## src/rtl/pipe_sum_tree.sv

```systemverilog
// rtl/pipe_sum_tree.sv - pipelined signed adder-tree reducer with saturating dot-product accumulator
module pipe_sum_tree #(
    parameter int WORD_LEN   = 32,
    parameter int MATRIX_DIM = 8
) (
    input  logic                           clk,
    input  logic                           rst_n,
    input  logic                           we_in,
    input  logic                           last_in,
    input  logic                           mode_in,
    input  logic [WORD_LEN*MATRIX_DIM-1:0] In_1,
    output logic                           we_out,
    output logic [WORD_LEN-1:0]            sum_out,
    output logic                           ovf_out,
    output logic                           busy
);

    localparam int STAGES = $clog2(MATRIX_DIM);
    // Tree nodes stored heap-style, level by level: the MATRIX_DIM registered
    // input lanes first, then MATRIX_DIM/2 stage-0 sums, ... down to the root.
    localparam int NODES  = 2 * MATRIX_DIM - 1;
    localparam int ROOT   = NODES - 1;

    // Pair add at WORD_LEN+1 bits; returns {clamped, result}.
    // SCALE keeps the upper WORD_LEN bits (floor halve), SAT clamps.
    function automatic logic [WORD_LEN:0] add_pair(
        input logic [WORD_LEN-1:0] a,
        input logic [WORD_LEN-1:0] b,
        input logic                sat
    );
        logic [WORD_LEN:0] s;
        s = {a[WORD_LEN-1], a} + {b[WORD_LEN-1], b};
        if (!sat) begin
            return {1'b0, s[WORD_LEN:1]};
        end
        if (s[WORD_LEN] != s[WORD_LEN-1]) begin
            return {1'b1, s[WORD_LEN], {(WORD_LEN-1){~s[WORD_LEN]}}};
        end
        return {1'b0, s[WORD_LEN-1:0]};
    endfunction

    logic [WORD_LEN-1:0] node_q [NODES];
    logic [WORD_LEN-1:0] node_d [NODES];
    logic [STAGES:0]     vld_q, vld_d;
    logic [STAGES:0]     last_q, last_d;
    logic [STAGES:0]     ovf_q, ovf_d;
    logic [STAGES-1:0]   mode_q, mode_d;
    logic [WORD_LEN:0]   pair_res;
    logic                lane_ovf;

    logic [WORD_LEN-1:0] acc_q, acc_d;
    logic                sticky_q, sticky_d;
    logic                busy_q, busy_d;
    logic                we_out_q, we_out_d;
    logic [WORD_LEN-1:0] sum_out_q, sum_out_d;
    logic                ovf_out_q, ovf_out_d;
    logic [WORD_LEN:0]   acc_res;
    logic [WORD_LEN-1:0] new_acc;
    logic                new_ovf;

    // Tree datapath: data nodes load on their beat's valid, flags shift every cycle.
    always_comb begin
        node_d   = node_q;
        mode_d   = mode_q;
        ovf_d    = '0;
        pair_res = '0;
        lane_ovf = 1'b0;
        vld_d    = {vld_q[STAGES-1:0], we_in};
        last_d   = {last_q[STAGES-1:0], we_in & last_in};
        mode_d[0] = mode_in;
        for (int l = 1; l < STAGES; l++) begin
            mode_d[l] = mode_q[l-1];
        end
        if (we_in) begin
            for (int i = 0; i < MATRIX_DIM; i++) begin
                node_d[i] = In_1[i*WORD_LEN +: WORD_LEN];
            end
        end
        for (int l = 1; l <= STAGES; l++) begin
            lane_ovf = 1'b0;
            for (int j = 0; j < (MATRIX_DIM >> l); j++) begin
                pair_res = add_pair(node_q[2*MATRIX_DIM - 2*(MATRIX_DIM >> (l-1)) + 2*j],
                                    node_q[2*MATRIX_DIM - 2*(MATRIX_DIM >> (l-1)) + 2*j + 1],
                                    mode_q[l-1]);
                lane_ovf = lane_ovf | pair_res[WORD_LEN];
                if (vld_q[l-1]) begin
                    node_d[2*MATRIX_DIM - 2*(MATRIX_DIM >> l) + j] = pair_res[WORD_LEN-1:0];
                end
            end
            ovf_d[l] = ovf_q[l-1] | lane_ovf;
        end
    end

    // Accumulator: first beat loads, later beats add with saturation; last beat publishes and clears.
    always_comb begin
        acc_d     = acc_q;
        sticky_d  = sticky_q;
        busy_d    = busy_q;
        we_out_d  = 1'b0;
        sum_out_d = sum_out_q;
        ovf_out_d = ovf_out_q;
        acc_res   = add_pair(acc_q, node_q[ROOT], 1'b1);
        new_acc   = busy_q ? acc_res[WORD_LEN-1:0] : node_q[ROOT];
        new_ovf   = ovf_q[STAGES] | (busy_q & (sticky_q | acc_res[WORD_LEN]));
        if (vld_q[STAGES]) begin
            if (last_q[STAGES]) begin
                sum_out_d = new_acc;
                ovf_out_d = new_ovf;
                we_out_d  = 1'b1;
                acc_d     = '0;
                sticky_d  = 1'b0;
                busy_d    = 1'b0;
            end else begin
                acc_d    = new_acc;
                sticky_d = new_ovf;
                busy_d   = 1'b1;
            end
        end
    end

    // State registers; reset discards in-flight beats and any partial dot product.
    always_ff @(posedge clk or negedge rst_n) begin
        if (!rst_n) begin
            for (int i = 0; i < NODES; i++) begin
                node_q[i] <= '0;
            end
            vld_q     <= '0;
            last_q    <= '0;
            ovf_q     <= '0;
            mode_q    <= '0;
            acc_q     <= '0;
            sticky_q  <= 1'b0;
            busy_q    <= 1'b0;
            we_out_q  <= 1'b0;
            sum_out_q <= '0;
            ovf_out_q <= 1'b0;
        end else begin
            node_q    <= node_d;
            vld_q     <= vld_d;
            last_q    <= last_d;
            ovf_q     <= ovf_d;
            mode_q    <= mode_d;
            acc_q     <= acc_d;
            sticky_q  <= sticky_d;
            busy_q    <= busy_d;
            we_out_q  <= we_out_d;
            sum_out_q <= sum_out_d;
            ovf_out_q <= ovf_out_d;
        end
    end

    assign we_out  = we_out_q;
    assign sum_out = sum_out_q;
    assign ovf_out = ovf_out_q;
    assign busy    = busy_q;

endmodule

```

## config.mk

```make
export PLATFORM = sky130hd
export DESIGN_NAME = pipe_sum_tree
export DESIGN_NICKNAME = d
export VERILOG_FILES = /design/src/rtl/pipe_sum_tree.sv
export SDC_FILE = /design/constraint.sdc
export NUM_CORES = 1
export LEC_CHECK = 0
export ABC_AREA = 0
export CAP_MARGIN = 5
export CORE_AREA = 2 2 250 302
export DETAILED_ROUTE_END_ITERATION = 12
export DIE_AREA = 0 0 252 304
export DONT_BUFFER_PORTS = 1
export GPL_TIMING_DRIVEN = 0
export PLACE_DENSITY = 0.72
export SETUP_SLACK_MARGIN = 0.1
export SYNTH_ARGS = -nofsm -noshare
export SYNTH_HDL_FRONTEND = slang
export SYNTH_SLANG_ARGS = --single-unit
```

## constraint.sdc

```tcl
create_clock -name clk -period 2.9 [get_ports clk]
set_input_delay 0.58 -clock clk [delete_from_list [all_inputs] [get_ports clk]]
set_output_delay 0.58 -clock clk [all_outputs]
set_load 0.05 [all_outputs]
```

; Word level (Yosys, flattened, before mapping)
; Cells that the tools add are included.
[op_classes]
add_sub_neg = 8
eq_ne = 8
muxes = 51
bitwise = 18
reduce_logical = 1
[ops]
columns = operator, count
row1 = $mux 33, 30
row2 = $add 32x32->33, 8
row3 = $mux 32, 2
row4 = $mux 1, 19
row5 = $ne 1x1->1, 8
row6 = $not 1->1, 8
row7 = $or 1x1->1, 8
row8 = $and 1x1->1, 2
row9 = $reduce_and 2->1, 1
[totals]
reg_bits = 562
inputBits = 261
out_inout_bits = 35
elab_cells = 111

; Longest topological paths before layout
[logic_depth]
ltp_word = 9
ltp_mapped = 15
mapped_depth_nobuf = 13

; Worst setup path after synthesis
; OpenSTA, ideal clock, no wires.
[synth_path]
path_type = register to register
from = register node_q[0] (netlist name)
to = register acc_q[21]
setup_time_ns = 0.101
arrival_ns = 3.127
required_ns = 2.799
setup_slack_ns = -0.328
stages_incl_launch_ff = 14
path_buffers = 2
period_less_slack_ns = 3.228
cell_sequence = dfrtp_1 > ha_1 > fa_1 > a211o_1 > a211oi_2 > o21ai_2 > a31oi_4 > o21ai_0 > and2_1 > buf_2 > or2_0 > buf_2 > o221a_2 > o32ai_1
[synth_via]
elab_chain_len = 6
elab_cells_between_ends = 8
classes_between = 1 x add/sub / 1 x eq/ne / 5 x mux / 1 x bitwise
[synth_rtl]
columns = item, line_no
row1 = "start, declared", 42  ; logic [WORD_LEN-1:0] node_q [NODES];
row2 = "start signal, assigned", 138  ; node_q <= node_d;
row3 = $add 32x32->33 *, 32  ; s = {a[WORD_LEN-1], a} + {b[WORD_LEN-1], b};
row4 = $ne 1x1->1 / $not 1->1 (equally long branches), "36, 37"
row5 = $mux 1 / $mux 33 (equally long branches), 36  ; if (s[WORD_LEN] != s[WORD_LEN-1]) begin
row6 = $mux 33 *, 39  ; return {1'b0, s[WORD_LEN-1:0]};
row7 = $mux 32 *, 103  ; new_acc = busy_q ? acc_res[WORD_LEN-1:0] : node_q[ROOT];
row8 = $mux 32 *, 106  ; if (last_q[STAGES]) begin
row9 = "end signal, assigned", 131  ; acc_q <= '0;
row10 = "end signal, assigned", 143  ; acc_q <= acc_d;
row11 = "end, declared", 51  ; logic [WORD_LEN-1:0] acc_q, acc_d;
; Every way passes the cells marked *; elsewhere a longest branch is shown, timed or not. The select of a mux whose other input is x is not followed.
; A chain may end at the register's enable or synchronous reset.

; Final worst setup path
[layout_path]
from = register acc_q[0]
to = register acc_q[3]
[layout_via]
elab_chain_len = 6
elab_cells_between_ends = 8
classes_between = 1 x add/sub / 1 x eq/ne / 5 x mux / 1 x bitwise
[layout_rtl]
columns = item, line_no
row1 = $add 32x32->33 *, 32
row2 = $ne 1x1->1 / $not 1->1 (equally long branches), "36, 37"
row3 = $mux 1 / $mux 33 (equally long branches), 36
row4 = $mux 33 *, 39
row5 = $mux 32 *, 103
row6 = $mux 32 *, 106
; Marks and branches as above.

==> metrics <==
Congestion Overflow GR 0; Post-Syn Nets roughly 4400; main area contributors after synthesis dfrtp_1 38%, ha_1 8.8%, mux2_2 7.8%; CP arrival 3910 ps; Post-route DRC 0; initial drt markers 2806; EDFF count, synth 0; CP endpoint kind register; largest net degree at the start of global routing 563; P&R area growth vs syn 29.1%; worst slew pin tran around 1700 ps; GR Util met3 0.0569; xor and xnor area share after synthesis 0.0546; Post-Synth Simple-Gate Area 0.104; fin worst setup slack -501 ps; Initial DRT Pass Iterations 6; worst skew pair latency approximately 640 ps; Relative slew margins -0.156; syn avg cell area 9.45 sq um; top-area cell type share of the netlist area 0.384; Most used DFF post-synth dfrtp_1; Setup TNS -72270 ps; first-pass GRT wire length around 180000 um; Die ar. between 0.07 and 0.08 sq mm; Final nets approximately 4700; Num CTS Buffers 66; cell area after synthesis around 0.037 sq mm; cell taking the most area after synthesis dfrtp_1; Lkg Pwr ~19 nW; via count of the routed design 33113; count leader, synth dfrtp_1; Die Width 252 um; Critical Path Fanout Max 7; met1 Use GR 0.360; vias per inst 6.38; # rows between 100 and 150; vias in the first global route 32523; fillers 5730; CP required between 3000 and 4000 ps; PD cells around 1400 mW/mm^2; critical path class register to register; Hold Fails Final Rpt 467; post-synthesis compound-gate area fraction 0.254; CTS tree built; share of cells above drive strength 1 0.331; fin. max-slew vios 114; part of the cycle the worst path needs 1.17; crit path buf inv count 3; Yosys reg bits 562; register area 0.0141 sq mm; Worst Skew 39.7 ps; wire length per cell between 20 and 25 um; final setup violation count 287; clk buf depth 3; RSZ-0062 raised after global routing yes; gr usage total 0.299; Async SR Flop Fraction 1.00; element type at the critical path start register; met2 Resource Use GR 0.506; hold_ws -331 ps; Boundary Pins 296; outcome finished, violations left; Ys Warns 0; Worst path slowest cell dfrtp_1; post-synthesis sequential area ratio 0.384; Post-CTS Hold Buffers 2; CTS clk-pin slew, worst paths 60 ps; initial core utilization 0.494; Post-Synthesis Cells 3872; failing checks hold timing, slew limit, setup timing; synth unique cells about 100; gp weighted congestion 0.947; Most Crowded Layer GR met2; largest family of logic cells by synthesized area compound AO/OA/AOI/OAI gates; Post-synth top cells 562 x dfrtp_1, 430 x a21oi_1, 338 x nand2_1; multi-input logic area 0.0256 sq mm; Fmax achieved ~300 MHz; CTS Root Buffer Type clkbuf_16; Die Ht ~300 um; Core Area 0.0740 sq mm; htree depth 3; clk sinks 562; crit-path cells ha_4 > fa_2 > a211o_1 > a211oi_4 > o21ai_4 > a31oi_4 > o21ai_2 > buf_4 > nor2_4 > a211o_1 > buf_6 > or2_1 > buf_6 > nor2_2 > a221o_1; VDD IR max ~640 uV; initial antenna violation count 8; Total Wirelength approximately 120000 um; Routed Antenna Nets 0; maxcap violations 0; DP HPWL 83500 um; Adder-Cell Fraction of Synth Area 0.0922; CP delay by family, top compound AO/OA/AOI/OAI gates; Final min period between 3000 and 4000 ps; mux contribution to synthesized area 0.0784; PortBufs 0; Hold/Removal Path Class input port to asynchronous set/reset pin; Max stage delay on crit path around 420 ps
## final cells by class
cell class	count	area share
inverter	96	0.00763
timing repair buffer	267	0.0569
sequential	562	0.298
clock buffer	89	0.0402
tap	952	0.0252
antenna	3	0.000159
buffer	183	0.0242
clock inverter	24	0.00580
multi-input combinational	3015	0.542
## power breakdown
| group | total (mW) | switching [mW] | internal [mW] |
|---|---|---|---|
| clock | 8.51 | 3.47 | 5.03 |
| sequential | 13.0 | 3.04 | 10.0 |
| combinational | 42.4 | 23.4 | 19.0 |
## through the flow
step | power, mW | cell area (sq um) | worst slack [ps] | utilization | cells
6_report | 64.0 | 47200 | -501 | 0.638 | 5191
5_1_grt | 67.3 | 47200 | -566 | 0.638 | 5191
4_1_cts | 57.2 | 44800 | -540 | 0.605 | 5120
3_5_place_dp | 41.1 | 38600 | -761 | 0.521 | 4824
3_3_place_gp | 40.6 | 38600 | -752 | 0.521 | 4824
2_1_floorplan | 34.2 | 37400 | -86.7 | - | 3872
## cell families after synthesis
kind of cell	count (synthesis)
AO/OA/AOI/OAI	1427
AND/OR/NAND/NOR	839
buffers and inverters	296
flip-flops	562
multiplexers	255
XOR/XNOR	228
adder cells (fa/ha/maj)	265
## routing by layer
| layer | share of wire | wire [um] |
|---|---|---|
| met1 | 0.39 | 47000 |
| met2 | 0.49 | 59400 |
| met3 | 0.065 | 7920 |
| met4 | 0.060 | 7260 |
| met5 | 0.00049 | 59 |
## cell usage in the layout, fill, tap and decap left out, types with 31 or more instances in the layout
| master | synthesis | routed |
|---|---|---|
| a21oi_2 | 4 | 160 |
| ha_1 | 256 | 200 |
| ha_4 | 0 | 37 |
| buf_4 | 2 | 165 |
| nor2_1 | 215 | 182 |
| clkbuf_16 | 0 | 72 |
| buf_6 | 7 | 87 |
| a21oi_1 | 430 | 241 |
| o2bb2ai_1 | 50 | 43 |
| a21o_1 | 101 | 97 |
| mux2_2 | 254 | 250 |
| nand4_1 | 41 | 41 |
| o21ai_0 | 276 | 167 |
| dfrtp_1 | 562 | 553 |
| nand2_4 | 0 | 38 |
| nand2_1 | 338 | 251 |
| a21oi_4 | 1 | 34 |
| o21ai_1 | 9 | 59 |
| o21ai_2 | 4 | 50 |
| o22ai_1 | 115 | 113 |
| nor3_1 | 41 | 31 |
| nand2_2 | 1 | 49 |
| o211ai_1 | 37 | 37 |
| inv_1 | 95 | 88 |
| nand3_1 | 44 | 38 |
| clkbuf_1 | 157 | 136 |
| o21a_1 | 57 | 55 |
| xor2_1 | 87 | 79 |
| xnor2_1 | 141 | 128 |
## path summary, 6_finish.rpt
kind                            from          end  slack, ps  cells past startpoint
setup / recovery            acc_q[0]     acc_q[3]       -500                     15
hold / removal                 rst_n  node_q[266]       -330                      0
setup reg to reg            acc_q[0]     acc_q[3]       -500                     15
hold reg to reg            last_q[2]    last_q[3]        350                      0
max in group asynchronous      rst_n  node_q[432]       1840                      0
min in group clk            In_1[65]  node_q[385]         70                      2
## state kept, by name, indices dropped and copies added, names as in the netlist
register  count
sticky_q      1
acc_q        32
sum_out      32
we_out        1
ovf_out       1
node_q      480
ovf_q         3
last_q        4
vld_q         4
busy          1
mode_q        3
## timing repair
| action | in CTS | in global routing |
|---|---|---|
| endpoints found under the setup margin | 289 | 293 |
| pin swaps | 228 | 234 |
| hold endpoints to repair | 564 | 562 |
| gates resized for setup | 581 | 420 |
| cloned | 28 | 3 |
| setup buffers | 160 | 91 |
No activity file was read; power rests on OpenSTA's default activity.
